==> src/rtl/zero_detect_arbiter.sv <==
// zero_detect_arbiter: round-robin arbiter sharing one external all-zeros detector among N requesters
//   clk, reset        : clock (rising edge), asynchronous active-high reset
//   req, data         : per-requester request and W-bit operand (requester i owns data[i*W +: W])
//   gnt               : one-hot grant of the requester being served, zero when idle
//   det_in, det_s     : registered operand to the shared detector, detector result back
//   resp_valid/zero/id: result handshake, accepted by resp_ack
//   busy, zero_cnt    : transaction in flight, saturating count of zero results
module zero_detect_arbiter #(
    parameter int N   = 4,
    parameter int W   = 8,
    parameter int IDW = $clog2(N)
) (
    input  logic           clk,
    input  logic           reset,
    input  logic [N-1:0]   req,
    input  logic [N*W-1:0] data,
    output logic [N-1:0]   gnt,
    output logic [W-1:0]   det_in,
    input  logic           det_s,
    output logic           resp_valid,
    output logic           resp_zero,
    output logic [IDW-1:0] resp_id,
    input  logic           resp_ack,
    output logic           busy,
    output logic [7:0]     zero_cnt
);
    typedef enum logic [1:0] {IDLE, EVAL, RESP} state_t;
    state_t         state;
    logic [IDW-1:0] ptr;
    logic [IDW-1:0] sel;
    logic [W-1:0]   sel_data;
    // scan from the farthest offset down so the requester nearest ptr wins
    always_comb begin
        sel      = '0;
        sel_data = '0;
        for (int k = N - 1; k >= 0; k--) begin
            if (req[(int'(ptr) + k) % N]) begin
                sel      = IDW'((int'(ptr) + k) % N);
                sel_data = data[((int'(ptr) + k) % N) * W +: W];
            end
        end
    end
    assign busy = (state != IDLE);
    always_ff @(posedge clk or posedge reset) begin
        if (reset) begin
            state      <= IDLE;
            gnt        <= '0;
            det_in     <= '0;
            resp_valid <= 1'b0;
            resp_zero  <= 1'b0;
            resp_id    <= '0;
            ptr        <= '0;
            zero_cnt   <= '0;
        end else begin
            case (state)
                IDLE: if (|req) begin
                    gnt     <= N'(1) << sel;
                    det_in  <= sel_data;
                    resp_id <= sel;
                    state   <= EVAL;
                end
                EVAL: begin
                    resp_zero  <= det_s;
                    resp_valid <= 1'b1;
                    if (det_s && zero_cnt != 8'hFF) zero_cnt <= zero_cnt + 1'b1;
                    state      <= RESP;
                end
                RESP: if (resp_ack) begin
                    resp_valid <= 1'b0;
                    gnt        <= '0;
                    ptr        <= (resp_id == IDW'(N - 1)) ? '0 : resp_id + 1'b1;
                    state      <= IDLE;
                end
                default: state <= IDLE;
            endcase
        end
    end
endmodule
==> config.mk <==
export PLATFORM = sky130hd
export DESIGN_NAME = zero_detect_arbiter
export DESIGN_NICKNAME = d
export VERILOG_FILES = /design/src/rtl/zero_detect_arbiter.sv
export SDC_FILE = /design/constraint.sdc
export NUM_CORES = 1
export LEC_CHECK = 0
export ABC_AREA = 1
export ABC_CLOCK_PERIOD_IN_PS = 3300
export CAP_MARGIN = 10
export CORE_MARGIN = 2
export CORE_UTILIZATION = 35
export CTS_BUF_LIST = sky130_fd_sc_hd__clkbuf_4 sky130_fd_sc_hd__clkbuf_8 sky130_fd_sc_hd__clkbuf_16
export CTS_CLUSTER_DIAMETER = 60
export DETAILED_ROUTE_END_ITERATION = 6
export PLACE_DENSITY = 0.68
export SYNTH_ARGS = -nofsm -noshare
export SYNTH_HDL_FRONTEND = slang
export SYNTH_SLANG_ARGS = --single-unit
==> constraint.sdc <==
create_clock -name clk -period 3.3 [get_ports clk]
set_clock_uncertainty 0.2 [all_clocks]
set_input_delay 0.66 -clock clk [delete_from_list [all_inputs] [get_ports clk]]
set_output_delay 0.66 -clock clk [all_outputs]
set_load 0.005 [all_outputs]
==> Word level (Yosys, flattened, before mapping) <==
Cells that the tools add are included.
{ "totals": {"register_bits": 28, "latchBits": 0, "ram_bits": 0, "rom_bits": 0, "out_inout_bits": 25, "elab_cells": 74, "mem_count": 0} }
{ "classes": {"add_sub_neg": 5, "multipliers": 0, "div": 0, "magnitude_cmp": 4, "eq_ne": 6, "shifts": 5, "muxes": 28, "bitwise": 3, "n_reduce_logical": 15} }
{ "ops": {"columns": ["op", "count"], "rows": [
  ["variable part select 32 x 6 -> 8 bit", 4],
  ["two-way mux 8 bit", 4],
  ["two-way mux 2 bit", 7],
  ["less-than comparator 3 x 4 -> 1 bit, second input constant", 3],
  ["AND reduction 2 bit", 5],
  ["adder 8 x 1 -> 8 bit, second input constant", 1],
  ["binary-select mux 1 bit (select 2 bit)", 4],
  ["two-way mux 1 bit", 8],
  ["two-way mux 4 bit", 2],
  ["inequality test 8 bit, second input constant", 1],
  ["one-hot mux 4 bit (2 select lines)", 1],
  ["one-hot mux 2 bit (3 select lines)", 1],
  ["nonzero test 2 bit", 3],
  ["OR reduction 2 bit", 3],
  ["adder 2 x 1 -> 2 bit, second input constant", 2],
  ["adder 2 bit, second input constant", 2],
  ["equality test 2 bit, second input constant", 2],
  ["inequality test 2 bit, second input constant", 2],
  ["OR reduction 4 bit", 1],
  ["<< shifter 1 x 2 -> 4 bit, first input constant", 1],
  ["AND 1 bit, first input constant", 3],
  ["less-than comparator 2 x 3 -> 1 bit, second input constant", 1],
  ["AND reduction 3 bit", 1],
  ["equality test 2 x 1 -> 1 bit, second input constant", 1],
  ["other kinds (3)", 3]
]} }

==> Depth between registers and ports, before layout <==
Gate-level depths: netlist of the first run.
{ "depth": {"depth_word": 13, "ltp_mapped": 12, "ltp_nobuf": 11} }

==> Least setup slack after synthesis of the first run <==
OpenSTA, ideal clock, no wires.
{ "synth_path": {"path_type": "input -> register", "from": "in req[3]", "to": "reg resp_id[1]", "setup_ns": 0.132, "arrival_time_ns": 1.513, "t_required_ns": 2.968, "slack_ns": 1.455, "path_stages": 8, "path_cell_list": "inv_1 -> nand4_1 -> inv_1 -> nor2_4 -> clkinv_1 -> clkbuf_1 -> nand2_1 -> o21ai_1"} }
{ "synth_via": {"elab_chain_len": 7} }
{ "synth_lines": {"columns": ["element", "line", "source"], "rows": [
  ["from (decl)", "15", "input logic [N-1:0] req,"],
  ["binary-select mux 1 bit (select 2 bit)", "37", "if (req[(int'(ptr) + k) % N]) begin"],
  ["two-way mux 1 bit (implied by the code) (2 in series)", "37", null],
  ["two-way mux 2 bit (4 in series)", "37", null],
  ["to (signal assigned)", "59", "resp_id <= sel;"],
  ["to (decl)", "22", "output logic [IDW-1:0] resp_id,"]
]} }
Parallel ways exist; a longest one is shown, timed or not. The select of a mux whose other input is x is not followed.
A chain may end at the register's enable or synchronous reset.

==> Worst setup path in the final report of the first run <==
{ "layout_path": {"from": "reg ptr[1]", "to": "reg det_in[5]"} }
{ "layout_via": {"elab_chain_len": 8} }
{ "layout_lines": {"columns": ["element", "line", "source"], "rows": [
  ["from (decl)", "29", "logic [IDW-1:0] ptr;"],
  ["from (signal assigned)", "71", "ptr <= (resp_id == IDW'(N - 1)) ? '0 : resp_id + 1'b1;"],
  ["adder 2 bit", "37, 39", null],
  ["OR reduction 2 bit (no line) / binary-select mux 1 bit (select 2 bit) (equally long branches)", null, null],
  ["AND 1 bit (no line) / two-way mux 1 bit (equally long branches)", null, null],
  ["variable part select 32 x 6 -> 8 bit / two-way mux 1 bit (equally long branches)", "39, 37", null],
  ["two-way mux 8 bit (3 in series)", "37", null],
  ["two-way mux 8 bit (*)", "37", null],
  ["to (signal assigned)", "58", "det_in <= sel_data;"],
  ["to (decl)", "18", "output logic [W-1:0] det_in,"]
]} }
Every way passes the cells marked *; elsewhere a longest branch is shown, timed or not. The select of a mux whose other input is x is not followed.

==> results.md, run 1 <==
* Largest net degree at the start of global routing at 41
* Measured slew at the worst slew-check pin at 0.644 ns
* Setup Viol. Count Final at 0
* Status: completed
* Slew headroom at 56.9%
* Min-Delay Path Class: flip-flop to flip-flop
* Total Power at 2.89 mW
* Total die area at 7620 um^2
* Worst-path clk slew at 0.09 ns
* Clock Root Buffer: clkbuf_8
* Utilization after layout at 46.6%
* Dpl hpwl at 4810 um
* Gr ovfl total at 0
* Final Cycle Share at 75.7%
* Setup TNS at 0 ns
* Nets at 518
* Metal2 WL at 2950 um
* Final hold vios at 0
* Layout cells sized above 1 at 4.84%
* Data arrival, critical path at 2.46 ns
* Uppermost layer routed: met4
* H-tree lvl count at 1
* Top Ports at 65
* Post-synthesis cell count at 422
* Number of clock sinks at 28
* Buffers on Ports at 64
* Final WL at 6170 um
* # placed instances at 551
* Routed wl met3 at 243 um
* GR Util All Layers at 16.7%
* Maximum VDD drop at 590 uV
* Unique masters post-synth at 26
* Required @ worst endpoint at 3.27 ns
* Die Y at 87.3 um
* N_diodes at 0
* Synth Register Bits at 28
* Netlist Area Pre-Place at 2430 um^2
* Clock buffer count from CTS at 3
* Routability cong. at 0.870
* Initial antenna violation count at 0
* Yosys warning count at 0
* Wire length of the first global-routing pass at 10600 um
* Crit Path Class: flip-flop to flip-flop
* Fin area at 3150 um^2
* Vias in the first global route at 2461
* Rows at 30
* Clk_lat worst skew at 0.27 ns
* Post-Layout Cell Count at 555
* Area Growth Syn to Fin at 29.7%
* Slew Viols, Final at 0
* Area post-placement at 3080 um^2
* Syn avg cell area at 5.76 um^2
* Via/cell ratio at 4.82
* CORE AREA at 6760 um^2
* Residual DRC at 0
* Max-cap viol count at 0
* RSZ-0062 raised after global routing: no
* Period minus WS final at 2.50 ns
* # hold bufs at CTS at 0
* CP endpoint kind: flip-flop
* CTS tree: built
* Fmax at 0.400 GHz
* Via count at 2675
* Initial drt markers at 135
* Metal1 wirelength at 2960 um
* Leak at 1.62 nW
* Drt pass-1 iters at 4
* Crit path max fanout at 27
* DR WL/cell at 11.1 um
* CP startpoint kind: flip-flop
* Buffer count from post-CTS setup fixing at 0
* Syn Nets at 464
* PwrDens at 916 nW/um^2
* Initial core utilization at 36.0%
* Die span in x at 87.3 um
* Post-placement worst setup slack at 0.613 ns
* Post-route ant nets at 0
* Worst setup margin at 0.802 ns
* Seq/Total Area, Yosys at 28.8%
* # resized after CTS at 0
* Clock Path Buffers at 2
* WHS at 0.287 ns
[worst paths after layout]
check	to	slack (ns)	cells past startpoint	start
hold reg to reg	resp_valid	0.29	2	resp_valid
hold / removal	resp_valid	0.29	2	resp_valid
setup reg to reg	det_in[5]	0.80	10	ptr[1]
setup / recovery	det_in[5]	0.80	10	ptr[1]
max in group asynchronous	resp_zero	2.10	3	reset
min in group asynchronous	zero_cnt[3]	0.54	3	reset
[critical path: stages (launching register included)]
cell	delay, ns
dfrtp_1	0.58
inv_2	0.42
nand2_1	0.11
nand2_2	0.26
nand2_2	0.11
nand2_2	0.24
inv_2	0.10
nand3_1	0.07
nand3_1	0.06
o21ai_0	0.16
nand2_1	0.06
[cell families after synthesis]
logic type | after synthesis | synth area share, %
XOR/XNOR | 6 | 2.16
AO/OA/AOI/OAI | 54 | 11.5
AND/OR/NAND/NOR | 278 | 46.2
flip-flops | 28 | 28.8
buffers and inverters | 54 | 10.2
adder cells (fa/ha/maj) | 2 | 1.03
[cell usage after synthesis (all sizes together)]
cell type | count | area share, %
inv | 35 | 5.4
clkbuf | 4 | 0.62
buf | 14 | 4.0
nand4 | 3 | 0.77
o31ai | 1 | 0.31
nor3 | 3 | 0.62
a21boi | 1 | 0.31
nor2 | 15 | 2.7
nand3 | 26 | 5.4
nand2 | 230 | 36
o21ai | 38 | 7.8
xor2 | 3 | 1.1
nand3b | 1 | 0.31
ha | 2 | 1.0
a31oi | 4 | 1.0
clkinv | 1 | 0.15
xnor2 | 3 | 1.1
dfrtp | 28 | 29
a21oi | 10 | 2.1
[registers in the layout, summed over array words and instances (netlist names)]
name / cells
gnt: 4
resp_zero: 1
zero_cnt: 8
resp_id: 2
ptr: 2
state: 2
resp_valid: 1
det_in: 8
[layout by cell type (no fill, tap or decap)]
cell,netlist,final
o21ai_0,34,34
xnor2_1,3,3
a21boi_0,1,1
inv_1,30,30
clkdlybuf4s50_1,0,64
bufinv_16,0,1
o31ai_1,1,1
dfrtp_1,28,28
a31oi_1,4,4
nand4_1,3,3
nor2_1,13,13
nor2_4,1,1
ha_1,2,2
nand2_1,221,221
nand3b_1,1,1
clkbuf_8,0,3
nand3_1,26,26
xor2_1,3,3
buf_4,1,3
nor3_1,3,3
a21oi_1,10,10
clkinv_1,1,1
o21ai_1,4,4
inv_2,5,5
nand2_2,9,9
nor2_2,1,1
[layer usage]
layer | vias to the layer above | track usage, %
met5 | - | 0
met4 | 0 | 2.10
met1 | 1199 | 22.5
met3 | 2 | 2.37
met2 | 51 | 29.3
li1 | 1423 | -
[final cells by class]
cell class / instances / area (um^2)
flip-flops and latches: 28 / 701
clock buffers: 3 / 41.3
multi-input cells: 340 / 1480
repair buffers: 67 / 663
clock inverters: 1 / 30.0
fillers: 710 / 3600
inverters: 36 / 135
well taps: 80 / 100
[power breakdown]
group          leakage (nW)  switching (mW)  internal [mW]
Clock                0.0357           0.105          0.162
Sequential            0.352           0.151          0.493
Combinational          1.24            1.21          0.765
(Power assumes the default switching activity.)
==> run 2: changes to the inputs <==
ABC_CLOCK_PERIOD_IN_PS = 2500   (was 3300)
clock period = 2.5 ns   (was 3.3 ns; I/O delays follow)
==> results.md, run 2 (same netlist as run 1, synthesis figures left out) <==
* Required @ worst endpoint at 2.46 ns
* Clock buffer count from CTS at 3
* # resized after CTS at 0
* Area Growth Syn to Fin at 31.9%
* Measured slew at the worst slew-check pin at 0.495 ns
* Most used cell, CP: nand2_2
* Worst-path clk slew at 0.09 ns
* Layout cells sized above 1 at 6.22%
* Initial core utilization at 36.0%
* Clock Path Buffers at 2
* Vias in the first global route at 2426
* Largest net degree at the start of global routing at 41
* DR WL/cell at 11.0 um
* CP endpoint kind: flip-flop
* Data arrival, critical path at 2.05 ns
* Reg2reg end: det_in[5]
* Die Y at 87.3 um
* Drt pass-1 iters at 4
* RR Startpoint: ptr[1]
* Status: completed
* Most frequent cells in the layout: nand2_1 (221), clkdlybuf4s50_1 (64), o21ai_0 (34)
* Setup crit end: det_in[5]
* Buffer count from post-CTS setup fixing at 0
* # hold bufs at CTS at 0
* Slew headroom at 67.0%
* Initial antenna violation count at 0
* H-tree lvl count at 1
* Reg2reg setup slack at 0.41 ns
* Reg2Reg Depth at 10
* PwrDens at 1220 nW/um^2
* Dpl hpwl at 4890 um
* RSZ-0062 raised after global routing: no
* Total Power at 3.91 mW
* Die span in x at 87.3 um
* Number of clock sinks at 28
* Fmax at 0.479 GHz
* Setup Viol. Count Final at 0
* Max incr delay on CP at 0.57 ns
* Max-cap viol count at 0
* Final WL at 6160 um
* Setup TNS at 0 ns
* CTS tree: built
* Buffers on Ports at 64
* Residual DRC at 0
* Crit Path Class: flip-flop to flip-flop
* N_diodes at 0
* Final hold vios at 0
* Crit-path slowest cell: dfrtp_1
* Gr ovfl total at 0
* Via count at 2695
* CP startpoint kind: flip-flop
* Worst setup margin at 0.413 ns
* Largest regs: det_in: 8 flops, zero_cnt: 8 flops, gnt: 4 flops
* CORE AREA at 6760 um^2
* Slew Viols, Final at 0
* Clock Root Buffer: clkbuf_8
* Crit path max fanout at 15
* Critical Path Start: ptr[1]
* Final Cycle Share at 83.5%
* Min-Delay Path Class: flip-flop to flip-flop
* Post-placement worst setup slack at 0.162 ns
* Crit path cell chain: inv_2 > nand2_1 > nand2_2 > nand2_2 > nand2_2 > inv_2 > nand3_1 > nand3_1 > o21ai_0 > nand2_1
* Rows at 30
* Total die area at 7620 um^2
* Period minus WS final at 2.09 ns
* Initial drt markers at 228
* Routability cong. at 0.892
* Maximum VDD drop at 700 uV
* Via/cell ratio at 4.80
* Wire length of the first global-routing pass at 10300 um
* Top Ports at 65
* Commonest non-fill, non-tap cell in the layout: nand2_1
* Leak at 1.66 nW
* FILL cells at 694
* WHS at 0.287 ns
* Post-route ant nets at 0
* Nets at 525
* Clk_lat worst skew at 0.27 ns
* GR Util All Layers at 16.2%
[run 2: cell count changes in the layout (fill, tap and decap cells not counted)]
cell   change
buf_4      +7
[run 2: area by class of cell]
type	instances	area [um^2]	share of cell area [%]
Clock buffer	3	41.3	1.29
Clock inverter	1	30.0	0.937
Inverter	36	135	4.22
Multi-Input combinational cell	340	1480	46.2
Sequential cell	28	701	21.9
Tap cell	80	100	3.12
Timing Repair Buffer	74	716	22.3
[run 2: report_power, final]
part | switching [mW] | internal [mW]
clock | 0.134 | 0.214
combinational | 1.62 | 1.09
sequential | 0.199 | 0.651
[run 2: metal layers]
layer	global-route usage, %	part of all wire [%]
met5	0	0
met4	1.40	0.13
met3	1.99	4.1
met2	29.1	49
met1	21.7	47
[run 2: worst min-delay path by stage]
stage	endpoint	cells after the start	start
3_3_place_gp	resp_zero	2	resp_zero
2_1_floorplan	resp_valid	2	resp_valid
4_1_cts	det_in[3]	2	det_in[3]
5_1_grt	resp_zero	2	resp_zero
6_report	det_in[3]	2	det_in[3]
3_5_place_dp	det_in[3]	2	det_in[3]
[run 2: worst max-delay path, delay by kind of cell (launching register included)]
kind            cells  cell delay [ns]
simple gates        7             0.72
compound gates      1             0.20
flops               1             0.57
buf+inv             2             0.29
[run 2: stage by stage]
step / area, um^2 / utilization [%] / cells
finish: 3200 / 47.4 / 562
global route: 3200 / 47.4 / 562
floorplan: 2430 / - / 422
detailed placement: 3130 / 46.4 / 558
CTS: 3200 / 47.4 / 562
global placement: 3130 / 46.4 / 558
==> run 3: changes to the inputs <==
ABC_CLOCK_PERIOD_IN_PS = 2200   (was 2500)
clock period = 2.2 ns   (was 2.5 ns; I/O delays follow)
==> results.md, run 3 (same netlist as run 1, synthesis figures left out) <==
* Setup TNS at 0 ns
* Routability cong. at 0.846
* Crit Path Class: flip-flop to flip-flop
* Hold path cells at 2
* Met1 Use GR at 21.2%
* Cell family with most CP delay: simple AND/OR/NAND/NOR gates
* Initial antenna violation count at 0
* Status: completed
* Fin area at 3220 um^2
* Die Y at 87.3 um
* Area Growth Syn to Fin at 32.6%
* Number of clock sinks at 28
* Drt pass-1 iters at 4
* Clock Root Buffer: clkbuf_8
* Clock buffer count from CTS at 3
* Commonest non-fill, non-tap cell in the layout: nand2_1
* Initial drt markers at 96
* WP buf/inv at 2
* Max incr delay on CP at 0.58 ns
* N_diodes at 0
* Worst-path clk slew at 0.09 ns
* Largest regs: det_in: 8 flops, zero_cnt: 8 flops, gnt: 4 flops
* Required @ worst endpoint at 2.16 ns
* Via count at 2728
* CTS tree: built
* Wire length of the first global-routing pass at 10600 um
* Reg2reg setup slack at 0.21 ns
* Met2 track demand over resource at 30.9%
* Maximum VDD drop at 690 uV
* Post-route ant nets at 0
* Hold Startpoint: det_in[3]
* Leak at 1.67 nW
* Measured slew at the worst slew-check pin at 0.382 ns
* Crit path cell chain: inv_2 > nand2_1 > nand2_1 > nand2_2 > nand2_2 > inv_2 > nand2_1 > nand2_2 > nand2_2 > nand2_1 > nand2_1
* Most frequent cells in the layout: nand2_1 (221), clkdlybuf4s50_1 (64), o21ai_0 (34)
* Buffers on Ports at 64
* Area post-placement at 3180 um^2
* Worst setup margin at 0.208 ns
* Utilization after layout at 47.7%
* PwrDens at 1370 nW/um^2
* Crit path max fanout at 15
* Final WL at 6250 um
* Busiest grt layer: met2
* Clk_lat worst skew at 0.27 ns
* Total Power at 4.42 mW
* # resized after CTS at 0
* Post-placement worst setup slack at -0.00398 ns
* Period minus WS final at 1.99 ns
* Clock Path Buffers at 2
* Most used cell, CP: nand2_1
* Data arrival, critical path at 1.96 ns
* CP endpoint kind: flip-flop
* CP startpoint kind: flip-flop
* Crit-path slowest cell: dfrtp_1
* Vias in the first global route at 2574
* Setup Viol. Count Final at 0
* Met3 usage at 2.37%
* WHS at 0.280 ns
* Nets at 528
* RR Startpoint: ptr[0]
* # placed instances at 561
* Final hold vios at 0
* Total die area at 7620 um^2
* Residual DRC at 0
* Gr ovfl total at 0
* Layout cells sized above 1 at 6.61%
* Hold worst-path end: det_in[3]
* Slew headroom at 74.5%
* Max-cap viol count at 0
* Reg2reg end: resp_id[0]
* CORE AREA at 6760 um^2
* Slew Viols, Final at 0
* GR Util All Layers at 16.9%
* Die span in x at 87.3 um
* Buffer count from post-CTS setup fixing at 0
* Min-Delay Path Class: flip-flop to flip-flop
* # hold bufs at CTS at 0
* Rows at 30
* Largest net degree at the start of global routing at 41
* Reg2Reg Depth at 11
* Dpl hpwl at 5090 um
* Initial core utilization at 36.0%
* DR WL/cell at 11.1 um
* H-tree lvl count at 1
* Post-Layout Cell Count at 564
* Final Cycle Share at 90.6%
* Fmax at 0.502 GHz
* Top Ports at 65
* Via/cell ratio at 4.84
* RSZ-0062 raised after global routing: no
==> run 3: cell count changes in the layout (fill, tap and decap cells not counted) <==
cell	before	now
buf_12	0	2
bufinv_16	1	0
buf_4	10	11
==> run 3: worst register-to-register path: stages (launching register included) <==
cell and delay (ns):
dfrtp_1 0.58, inv_2 0.13, nand2_1 0.08, nand2_1 0.10
nand2_2 0.10, nand2_2 0.18, inv_2 0.15, nand2_1 0.09
nand2_2 0.09, nand2_2 0.07, nand2_1 0.07, nand2_1 0.06
==> run 3: cell type report <==
cell class	count	area, um^2
fill	693	3530
clock buffer	3	41.3
multi-input combinational	340	1480
tap	80	100
timing repair buffer	77	763
sequential	28	701
inverter	36	135
==> run 3: how the worst max path moves through the flow <==
stage                     depth (start not counted)  startpoint          to
after CTS                                         8      ptr[0]   det_in[3]
after global placement                           10      req[2]   det_in[5]
after floorplan                                   8      req[3]  resp_id[1]
final                                            11      ptr[0]  resp_id[0]
after detailed placement                         10      req[2]   det_in[3]
after global routing                             10      ptr[0]   det_in[3]
==> run 3: per-layer routing <==
metal / wire length (um) / part of all wire [%]
met5: 0 / 0
met2: 3090 / 49
met4: 68 / 1.1
met3: 231 / 3.7
met1: 2860 / 46
==> run 3: where the power goes <==
part | switching, mW | internal [mW] | total [mW]
registers | 0.203 | 0.740 | 0.944
logic | 1.89 | 1.33 | 3.22
clock network | 0.142 | 0.123 | 0.265
